## config.mk

```make
export PLATFORM = sky130hd
export DESIGN_NAME = quad_decoder
export DESIGN_NICKNAME = d
export VERILOG_FILES = /design/src/rtl/quad_pkg.sv /design/src/rtl/quad_decoder_bit_sync.sv /design/src/rtl/quad_decoder.sv
export SDC_FILE = /design/constraint.sdc
export NUM_CORES = 1
export LEC_CHECK = 0
export BUFFER_PORTS_ARGS = -buffer_cell sky130_fd_sc_hd__clkbuf_2
export CAP_MARGIN = 20
export CORE_MARGIN = 8
export CORE_UTILIZATION = 35
export CTS_CLUSTER_DIAMETER = 60
export DETAILED_ROUTE_END_ITERATION = 16
export MAX_ROUTING_LAYER = met4
export PLACE_DENSITY = 0.52
export REMOVE_ABC_BUFFERS = 1
export SLEW_MARGIN = 20
export SYNTH_ARGS = -nofsm -noshare
export SYNTH_HDL_FRONTEND = slang
export SYNTH_SLANG_ARGS = --single-unit
```

## constraint.sdc

```tcl
create_clock -name clk -period 2.95 [get_ports clk]
set_input_delay 0 -clock clk [delete_from_list [all_inputs] [get_ports clk]]
set_output_delay 0 -clock clk [all_outputs]
set_load 0.01 [all_outputs]
```

## src/rtl/quad_pkg.sv

```systemverilog
// Shared Gray-state encodings, transition classes and decoder phases for the quadrature decoder.
package quad_pkg;

    localparam int unsigned DEFAULT_SYNC_STAGES = 2;

    // Encoder phase pair {A,B}; forward rotation walks S00 -> S01 -> S11 -> S10.
    typedef enum logic [1:0] {
        S00 = 2'b00,
        S01 = 2'b01,
        S11 = 2'b11,
        S10 = 2'b10
    } gray_t;

    typedef enum logic [1:0] {
        TR_HOLD,
        TR_UP,
        TR_DOWN,
        TR_ILLEGAL
    } trans_t;

    typedef enum logic {
        PH_WARMUP,
        PH_RUN
    } phase_t;

    function automatic gray_t gray_next_up(input gray_t s);
        gray_t n;
        case (s)
            S00:     n = S01;
            S01:     n = S11;
            S11:     n = S10;
            default: n = S00;
        endcase
        return n;
    endfunction

    function automatic gray_t gray_next_down(input gray_t s);
        gray_t n;
        case (s)
            S00:     n = S10;
            S10:     n = S11;
            S11:     n = S01;
            default: n = S00;
        endcase
        return n;
    endfunction

    // Any change that is neither one step up nor one step down moved both phases at once.
    function automatic trans_t classify(input gray_t prev, input gray_t cur);
        trans_t t;
        if (cur == prev) begin
            t = TR_HOLD;
        end else if (cur == gray_next_up(prev)) begin
            t = TR_UP;
        end else if (cur == gray_next_down(prev)) begin
            t = TR_DOWN;
        end else begin
            t = TR_ILLEGAL;
        end
        return t;
    endfunction

endpackage

```

## src/rtl/quad_decoder_bit_sync.sv

```systemverilog
// Multi-flop synchronizer bringing one asynchronous level into the clk domain.
module bit_sync
    import quad_pkg::*;
#(
    parameter int unsigned STAGES = DEFAULT_SYNC_STAGES
) (
    input  logic clk,
    input  logic rst,
    input  logic d_i,
    output logic q_o
);

    logic [STAGES-1:0] chain_q;
    logic [STAGES-1:0] chain_d;

    always_comb begin
        chain_d = {chain_q[STAGES-2:0], d_i};
    end

    always_ff @(posedge clk or negedge rst) begin
        if (!rst) begin
            chain_q <= '0;
        end else begin
            chain_q <= chain_d;
        end
    end

    assign q_o = chain_q[STAGES-1];

endmodule

```

## src/rtl/quad_decoder.sv

```systemverilog
// Quadrature A/B decoder: synchronizes both phases, classifies each Gray transition and
// keeps a wrapping up/down position count with step/error pulses and a sticky error flag.
module quad_decoder
    import quad_pkg::*;
#(
    parameter int unsigned WIDTH       = 4,
    parameter int unsigned SYNC_STAGES = DEFAULT_SYNC_STAGES
) (
    input  logic             clk,
    input  logic             rst,
    input  logic             a_in,
    input  logic             b_in,
    input  logic             clr,
    output logic [WIDTH-1:0] count,
    output logic             step,
    output logic             dir,
    output logic             err,
    output logic             err_flag
);

    localparam int unsigned WARM_W = $clog2(SYNC_STAGES + 1);
    localparam logic [WARM_W-1:0] WARM_LAST = WARM_W'(SYNC_STAGES);

    logic   a_s;
    logic   b_s;
    gray_t  cur;
    trans_t trans;

    phase_t            phase_q,    phase_d;
    logic [WARM_W-1:0] warm_q,     warm_d;
    gray_t             prev_q,     prev_d;
    logic [WIDTH-1:0]  count_q,    count_d;
    logic              dir_q,      dir_d;
    logic              step_q,     step_d;
    logic              err_q,      err_d;
    logic              err_flag_q, err_flag_d;

    bit_sync #(.STAGES(SYNC_STAGES)) u_sync_a (
        .clk (clk),
        .rst (rst),
        .d_i (a_in),
        .q_o (a_s)
    );

    bit_sync #(.STAGES(SYNC_STAGES)) u_sync_b (
        .clk (clk),
        .rst (rst),
        .d_i (b_in),
        .q_o (b_s)
    );

    assign cur   = gray_t'({a_s, b_s});
    assign trans = classify(prev_q, cur);

    always_comb begin
        phase_d    = phase_q;
        warm_d     = warm_q;
        prev_d     = cur;
        count_d    = count_q;
        dir_d      = dir_q;
        step_d     = 1'b0;
        err_d      = 1'b0;
        err_flag_d = err_flag_q;

        // Warm-up only tracks prev so a resting non-00 encoder is not seen as motion.
        if (phase_q == PH_WARMUP) begin
            warm_d = warm_q + 1'b1;
            if (warm_q == WARM_LAST) begin
                phase_d = PH_RUN;
            end
        end else begin
            case (trans)
                TR_UP: begin
                    count_d = count_q + 1'b1;
                    dir_d   = 1'b1;
                    step_d  = 1'b1;
                end
                TR_DOWN: begin
                    count_d = count_q - 1'b1;
                    dir_d   = 1'b0;
                    step_d  = 1'b1;
                end
                TR_ILLEGAL: begin
                    err_d      = 1'b1;
                    err_flag_d = 1'b1;
                end
                default: ;
            endcase
        end

        // Clear overrides any event decoded this cycle; prev has already absorbed it.
        if (clr) begin
            count_d    = '0;
            step_d     = 1'b0;
            err_d      = 1'b0;
            err_flag_d = 1'b0;
        end
    end

    always_ff @(posedge clk or negedge rst) begin
        if (!rst) begin
            phase_q    <= PH_WARMUP;
            warm_q     <= '0;
            prev_q     <= S00;
            count_q    <= '0;
            dir_q      <= 1'b0;
            step_q     <= 1'b0;
            err_q      <= 1'b0;
            err_flag_q <= 1'b0;
        end else begin
            phase_q    <= phase_d;
            warm_q     <= warm_d;
            prev_q     <= prev_d;
            count_q    <= count_d;
            dir_q      <= dir_d;
            step_q     <= step_d;
            err_q      <= err_d;
            err_flag_q <= err_flag_d;
        end
    end

    assign count    = count_q;
    assign step     = step_q;
    assign dir      = dir_q;
    assign err      = err_q;
    assign err_flag = err_flag_q;

endmodule

```

==> flow_summary.json, run 1 <==
{
  "worst_hold_path_type": "input port to asynchronous set/reset pin",
  "antennaDiodeCount": 0,
  "gp_congestion": 0.835,
  "grt_pass1_wl_mm": 2.40,
  "ios": 13,
  "fin_hold_ws_ps": 166,
  "numCtsBuffers": 3,
  "post_cts_buffers": 0,
  "crit_required_ps": 3140,
  "cts.path.max_buffers": 2,
  "synthTopCellsByArea": "dfrtp_1 (55%), ha_1 (11%), mux2i_1 (3.9%)",
  "period_share_pct": 86.3,
  "synth-edff-count": 0,
  "avgSynthCellArea_sq_um": 10.9,
  "postCtsHoldBufs": 4,
  "rsz0062_at_grt": "no",
  "port_buffers": 12,
  "cp-end-kind": "register",
  "crit-reg2reg-launch": "u_sync_a.chain_q[1]",
  "slew_headroom_pct": 62.6,
  "synth-seq-cells": 17,
  "critPathBufInv": 1,
  "drt_first_pass_iters": 3,
  "criticalPathCategory": "register to register",
  "intPower_uw": 359,
  "synth_top_flop_cell": "dfrtp_1",
  "ys_types": 22,
  "path_delay_family": "multiplexers",
  "critPathSlowestCell": "dfrtp_1",
  "yosys.area.top_type_share_pct": 54.8,
  "layout_min_cycle_time_ps": 2550,
  "critPathMaxFanout": 7,
  "finalWorstSetupSlack_ps": 405,
  "reg2reg_slack_ps": 400,
  "grt_overflow": 0,
  "rows": 17,
  "max_cap_viol_count": 0,
  "p_per_area_nw_per_um2": 550,
  "synth_top_area_cell": "dfrtp_1",
  "synthArstFlopShare_pct": 100,
  "drt_iter0_drc": 4,
  "die_w_microns": 63.1,
  "die_area_sq_um": 3980,
  "grt_max_degree": 18,
  "drc": 0,
  "fmax_ghz": 0.393,
  "combinationalPowerShare_pct": 22.4,
  "path_depth": 9,
  "netlist_area_sq_um": 777,
  "htreeDepth": 1,
  "dp_cells": 111,
  "cts_tree": "yes",
  "dieHeight_microns": 63.1,
  "final_area_sq_um": 942,
  "first_global_vias": 559,
  "clkPwrFrac_pct": 24.6,
  "wl_mm": 1.35,
  "grtUsageTotal_pct": 7.79,
  "ys_seq_area_share_pct": 54.8,
  "cellLeakagePower_uw": 0.000492,
  "vias": 527,
  "start_kind": "register",
  "critPathArrivalTime_ps": 2730,
  "clk_pin_slew_ps": 110,
  "synthCells": 71,
  "wl_per_cell_microns": 11.4,
  "post-place-ws_ps": 385,
  "nets": 104,
  "antenna_left": 0,
  "core_region_area_sq_um": 2150,
  "status": "complete, no violations",
  "drive_gt1_share_pct": 20.9,
  "swShare_pct": 30.7,
  "reg2reg_to": "count[3]",
  "routed_via_density": 4.43,
  "cts_resized": 0,
  "grt_antenna_before_repair": 0,
  "ir_drop_uv": 283,
  "hold_viol": 0,
  "ys_warn_count": 0,
  "critical-path-max-stage-delay_ps": 450,
  "stdcell_count": 119,
  "syn_to_final_growth_pct": 21.3,
  "clk_latency_ps": 290,
  "final-setup-viol-count": 0,
  "p_seq_share_pct": 53.0,
  "slew_violations": 0,
  "skew_ps": 6.74,
  "root_buffer": "clkbuf_4",
  "worst_pin_slew_ps": 555,
  "reg2reg_depth": 9,
  "start_util_pct": 36.2,
  "dp_hpwl_microns": 973,
  "path_cells": "mux2i_1 > o21ai_0 > inv_1 > ha_1 > ha_1 > a41oi_1 > o21ai_1 > mux2i_1 > mux2_1",
  "placed_area_sq_um": 875,
  "clkSinkCount": 17,
  "setup_tns_ps": 0,
  "p_switching_uw": 159
}
metal layers:
| layer | track usage [%] | part of all wire, % |
|---|---|---|
| met3 | 1.94 | 3.3 |
| met4 | 6.27 | 1.3 |
| met5 | - | 0 |
| met2 | 11.7 | 45 |
| met1 | 8.65 | 50 |
cell type report:
cell class                 count  area, sq um
fill                         207         1210
sequential                    17          425
multi-input combinational     47          324
timing repair buffer          17          108
tap                           28         35.0
clock buffer                   3         22.5
inverter                       6         22.5
clock inverter                 1         5.00
cell usage after synthesis, drive strengths merged (2+ instances only):
library cell,instances
nand2,7
mux2i,3
nor2,5
ha,7
and3,2
inv,6
dfrtp,17
xor2,3
o21ai,7
a21oi,3
nand3,2
power by group through the flow:
| stage | Sequential, uW | Combinational (uW) | Clock, uW |
|---|---|---|---|
| after detailed placement | 280 | 114 | 0 |
| after global placement | 279 | 113 | 0 |
| after global routing | 279 | 137 | 142 |
| final | 275 | 116 | 128 |
| after CTS | 275 | 119 | 134 |
| after floorplan | 286 | 63.9 | 0 |
kinds of logic (layout without fill, tap and decap cells):
family                   after synthesis  after routing  synth area share, %
AND/OR/NAND/NOR                       19             19                 11.1
flip-flops                            17             17                 54.8
AO/OA/AOI/OAI                         13             13                 9.50
adder cells (fa/ha/maj)                7              7                 11.3
buffers and inverters                  7             27                 3.54
XOR/XNOR                               4              4                 4.51
multiplexers                           4              4                 5.31
worst max-delay path by stage:
stage,startpoint,to
2_1_floorplan,u_sync_a.chain_q[1],count[3]
3_3_place_gp,u_sync_a.chain_q[1],count[3]
3_5_place_dp,u_sync_a.chain_q[1],count[3]
4_1_cts,u_sync_a.chain_q[1],count[3]
5_1_grt,u_sync_a.chain_q[1],count[3]
6_report,u_sync_a.chain_q[1],count[3]
worst reg2reg max path: stages, from the launching register on:
cell     delay [ps]
dfrtp_1         450
mux2i_1         140
o21ai_0         290
inv_1           110
ha_1            290
ha_1            350
a41oi_1         210
o21ai_1         100
mux2i_1         170
mux2_1          330
layout by cell type (no fill, tap or decap), drive strengths merged:
cell type    Yosys  routed
inv              6       6
buf              1       1
clkbuf           0      15
o211ai           1       1
and3             2       2
dlygate4sd3      0       4
nor2             5       5
or2              1       1
mux2i            3       3
ha               7       7
dfrtp           17      17
xnor2            1       1
a21o             1       1
nand2            7       7
xor2             3       3
o21ai            7       7
nor2b            1       1
clkinv           0       1
a41oi            1       1
a21oi            3       3
mux2             1       1
nand3            2       2
nand2b           1       1
metrics by stage:
step,total power (uW),util (%)
CTS,527,43.9
finish,518,43.9
global placement,392,40.7
detailed placement,394,40.7
global route,558,43.9
floorplan,349,-
flip-flops by register name, summed over array words and instances (netlist names):
signal            cells
count                 4
dir                   1
err                   1
err_flag              1
phase_q               1
prev_q                2
step                  1
u_sync_a.chain_q      2
u_sync_b.chain_q      2
warm_q                2
No activity file was read; power rests on OpenSTA's default activity.
==> inputs of run 2 (changes only) <==
--- a/config.mk
+++ b/config.mk
@@ -5,8 +5,10 @@
 export SDC_FILE = /design/constraint.sdc
 export NUM_CORES = 1
 export LEC_CHECK = 0
+export ABC_AREA = 1
 export BUFFER_PORTS_ARGS = -buffer_cell sky130_fd_sc_hd__clkbuf_2
 export CAP_MARGIN = 20
+export CORE_ASPECT_RATIO = 1.5
 export CORE_MARGIN = 8
 export CORE_UTILIZATION = 35
 export CTS_CLUSTER_DIAMETER = 60
==> run 2 against run 1 <==
Compared with the run above:
- sequential cell count unchanged
- synthesized cell count up 15%
- worst hold slack better by 2.9 ps
- first-iteration DRC count unchanged
- synthesized area up 4.2%
- setup slack better by 460 ps
- clock skew down 2.4 ps
- critical path depth up 1
- final cell count up 5.0%
- clock-buffer cell count up 1
- critical path type unchanged
- largest cell class unchanged
- largest power group unchanged
==> flow_summary.json, run 2 <==
{
  "status": "complete, no violations",
  "htreeDepth": 1,
  "path_cells": "xor2_1 > or2_1 > nand2_2 > ha_1 > nand2_1 > and2_1 > ha_1 > a21oi_1 > xor2_1 > o21ai_2",
  "netlist_area_sq_um": 810,
  "crit_required_ps": 3120,
  "cts_tree": "yes",
  "path_delay_family": "simple AND/OR/NAND/NOR gates",
  "worst_pin_slew_ps": 413,
  "root_buffer": "clkbuf_4",
  "synth-edff-count": 0,
  "numCtsBuffers": 3,
  "final_cell_mix": "nand2_1 (20), dfrtp_1 (17), clkbuf_2 (12)",
  "yosys.cell_count.top_type": "nand2_1",
  "drt_first_pass_iters": 2,
  "dieHeight_microns": 74.9,
  "nets": 115,
  "finalWorstSetupSlack_ps": 868,
  "post_cts_buffers": 0,
  "clk_pin_slew_ps": 90,
  "placed_area_sq_um": 898,
  "cellLeakagePower_uw": 0.000523,
  "synth_common_cells": "nand2_1 (20), dfrtp_1 (17), inv_1 (11)",
  "layout_min_cycle_time_ps": 2080,
  "start_util_pct": 36.7,
  "port_buffers": 12,
  "grt_antenna_before_repair": 0,
  "yosys.area.top_type_share_pct": 52.6,
  "avgSynthCellArea_sq_um": 9.87,
  "clkSinkCount": 17,
  "gp_congestion": 0.860,
  "largest_reg_flops": 4,
  "critPathBufInv": 0,
  "slew_headroom_pct": 72.5,
  "grtUsageTotal_pct": 7.24,
  "synth-seq-cells": 17,
  "fmax_ghz": 0.480,
  "synthCells": 82,
  "wl_mm": 1.28,
  "drt_iter0_drc": 4,
  "postCtsHoldBufs": 4,
  "antenna_left": 0,
  "slew_violations": 0,
  "die_w_microns": 55.3,
  "ir_drop_uv": 304,
  "synth_top_flop_cell": "dfrtp_1",
  "cp-end-kind": "register",
  "drc": 0,
  "syn_to_final_growth_pct": 19.2,
  "die_area_sq_um": 4140,
  "rows": 21,
  "final_util_pct": 43.7,
  "synthArstFlopShare_pct": 100,
  "wl_per_cell_microns": 10.2,
  "synth_top_area_cell": "dfrtp_1",
  "setup_tns_ps": 0,
  "final_common_cell": "nand2_1",
  "critPathArrivalTime_ps": 2260,
  "post-place-ws_ps": 854,
  "critical-path-max-stage-delay_ps": 420,
  "ios": 13,
  "cts.path.max_buffers": 2,
  "finalPower_uw": 567,
  "drive_gt1_share_pct": 22.5,
  "final_area_sq_um": 965,
  "clk_latency_ps": 280,
  "rsz0062_at_grt": "no",
  "dp_hpwl_mm": 1.07,
  "cts_resized": 0,
  "routed_via_density": 4.57,
  "core_region_area_sq_um": 2210,
  "critPathSlowestCell": "dfrtp_1",
  "skew_ps": 4.38,
  "critPathMaxFanout": 5,
  "first_global_vias": 577,
  "p_per_area_nw_per_um2": 588,
  "ys_seq_area_share_pct": 52.6,
  "grt_max_degree": 18,
  "max_cap_viol_count": 0,
  "vias": 571,
  "synthTopCellsByArea": "dfrtp_1 (53%), ha_1 (11%), nand2_1 (9.3%)",
  "final-setup-viol-count": 0,
  "ys_warn_count": 0,
  "antennaDiodeCount": 0,
  "period_share_pct": 70.6,
  "hold_viol": 0,
  "ys_types": 17,
  "worst_hold_path_type": "input port to asynchronous set/reset pin",
  "criticalPathCategory": "register to register",
  "grt_overflow": 0,
  "start_kind": "register",
  "grt_pass1_wl_mm": 2.30
}
## run 2: cell types whose count changed after synthesis, sizes merged, moves of 3 or more
| cell | previous run | this run |
|---|---|---|
| nand2 | 7 | 21 |
| nor2 | 5 | 2 |
| inv | 6 | 13 |
| xnor2 | 1 | 5 |
| mux2i | 3 | 0 |
| nand3 | 2 | 5 |
## run 2: metal layers
layer	wire [microns]	global-route usage, %	up-vias
li1	-	-	293
met1	515	6.36	268
met2	692	12.8	8
met3	59	2.70	2
met4	11	4.95	0
met5	0	-	-
## run 2: path summary, 6_finish.rpt
check	startpoint	to	slack, ps	depth (start not counted)
setup / recovery	u_sync_b.chain_q[1]	count[2]	870	10
min in group clk	u_sync_b.chain_q[0]	u_sync_b.chain_q[1]	350	0
hold / removal	rst	err_flag	170	2
setup reg to reg	u_sync_b.chain_q[1]	count[2]	870	10
max in group asynchronous	rst	count[2]	2490	2
hold reg to reg	u_sync_b.chain_q[0]	u_sync_b.chain_q[1]	350	0
## run 2: cells by family (layout without fill, tap and decap cells)
logic type	after synthesis	after routing	share of synthesized area, %
simple gates	31	31	17.3
compound gates	7	7	5.72
fa+ha+maj	7	7	10.8
flops	17	17	52.6
buf+inv	13	33	6.03
xor+xnor	7	7	7.57
## run 2: power by group
group | leakage [uW] | switching, uW | total [uW] | internal (uW)
clock | 0.0000150 | 64.7 | 117 | 52.4
combinational | 0.000308 | 94.5 | 165 | 70.9
sequential | 0.000200 | 22.4 | 285 | 262
## run 2: final cells by class
cell class              instances  area (sq um)
fillers                       230          1240
flip-flops and latches         17           425
multi-input cells              52           335
repair buffers                 16           100
inverters                      13          48.8
well taps                      23          28.8
clock buffers                   4          26.3
## run 2: through the flow
stage | instances | hold slack, ps
floorplan | 82 | -296
detailed placement | 117 | -44.0
finish | 125 | 169
global route | 125 | 196
CTS | 125 | 171
global placement | 117 | -44.1
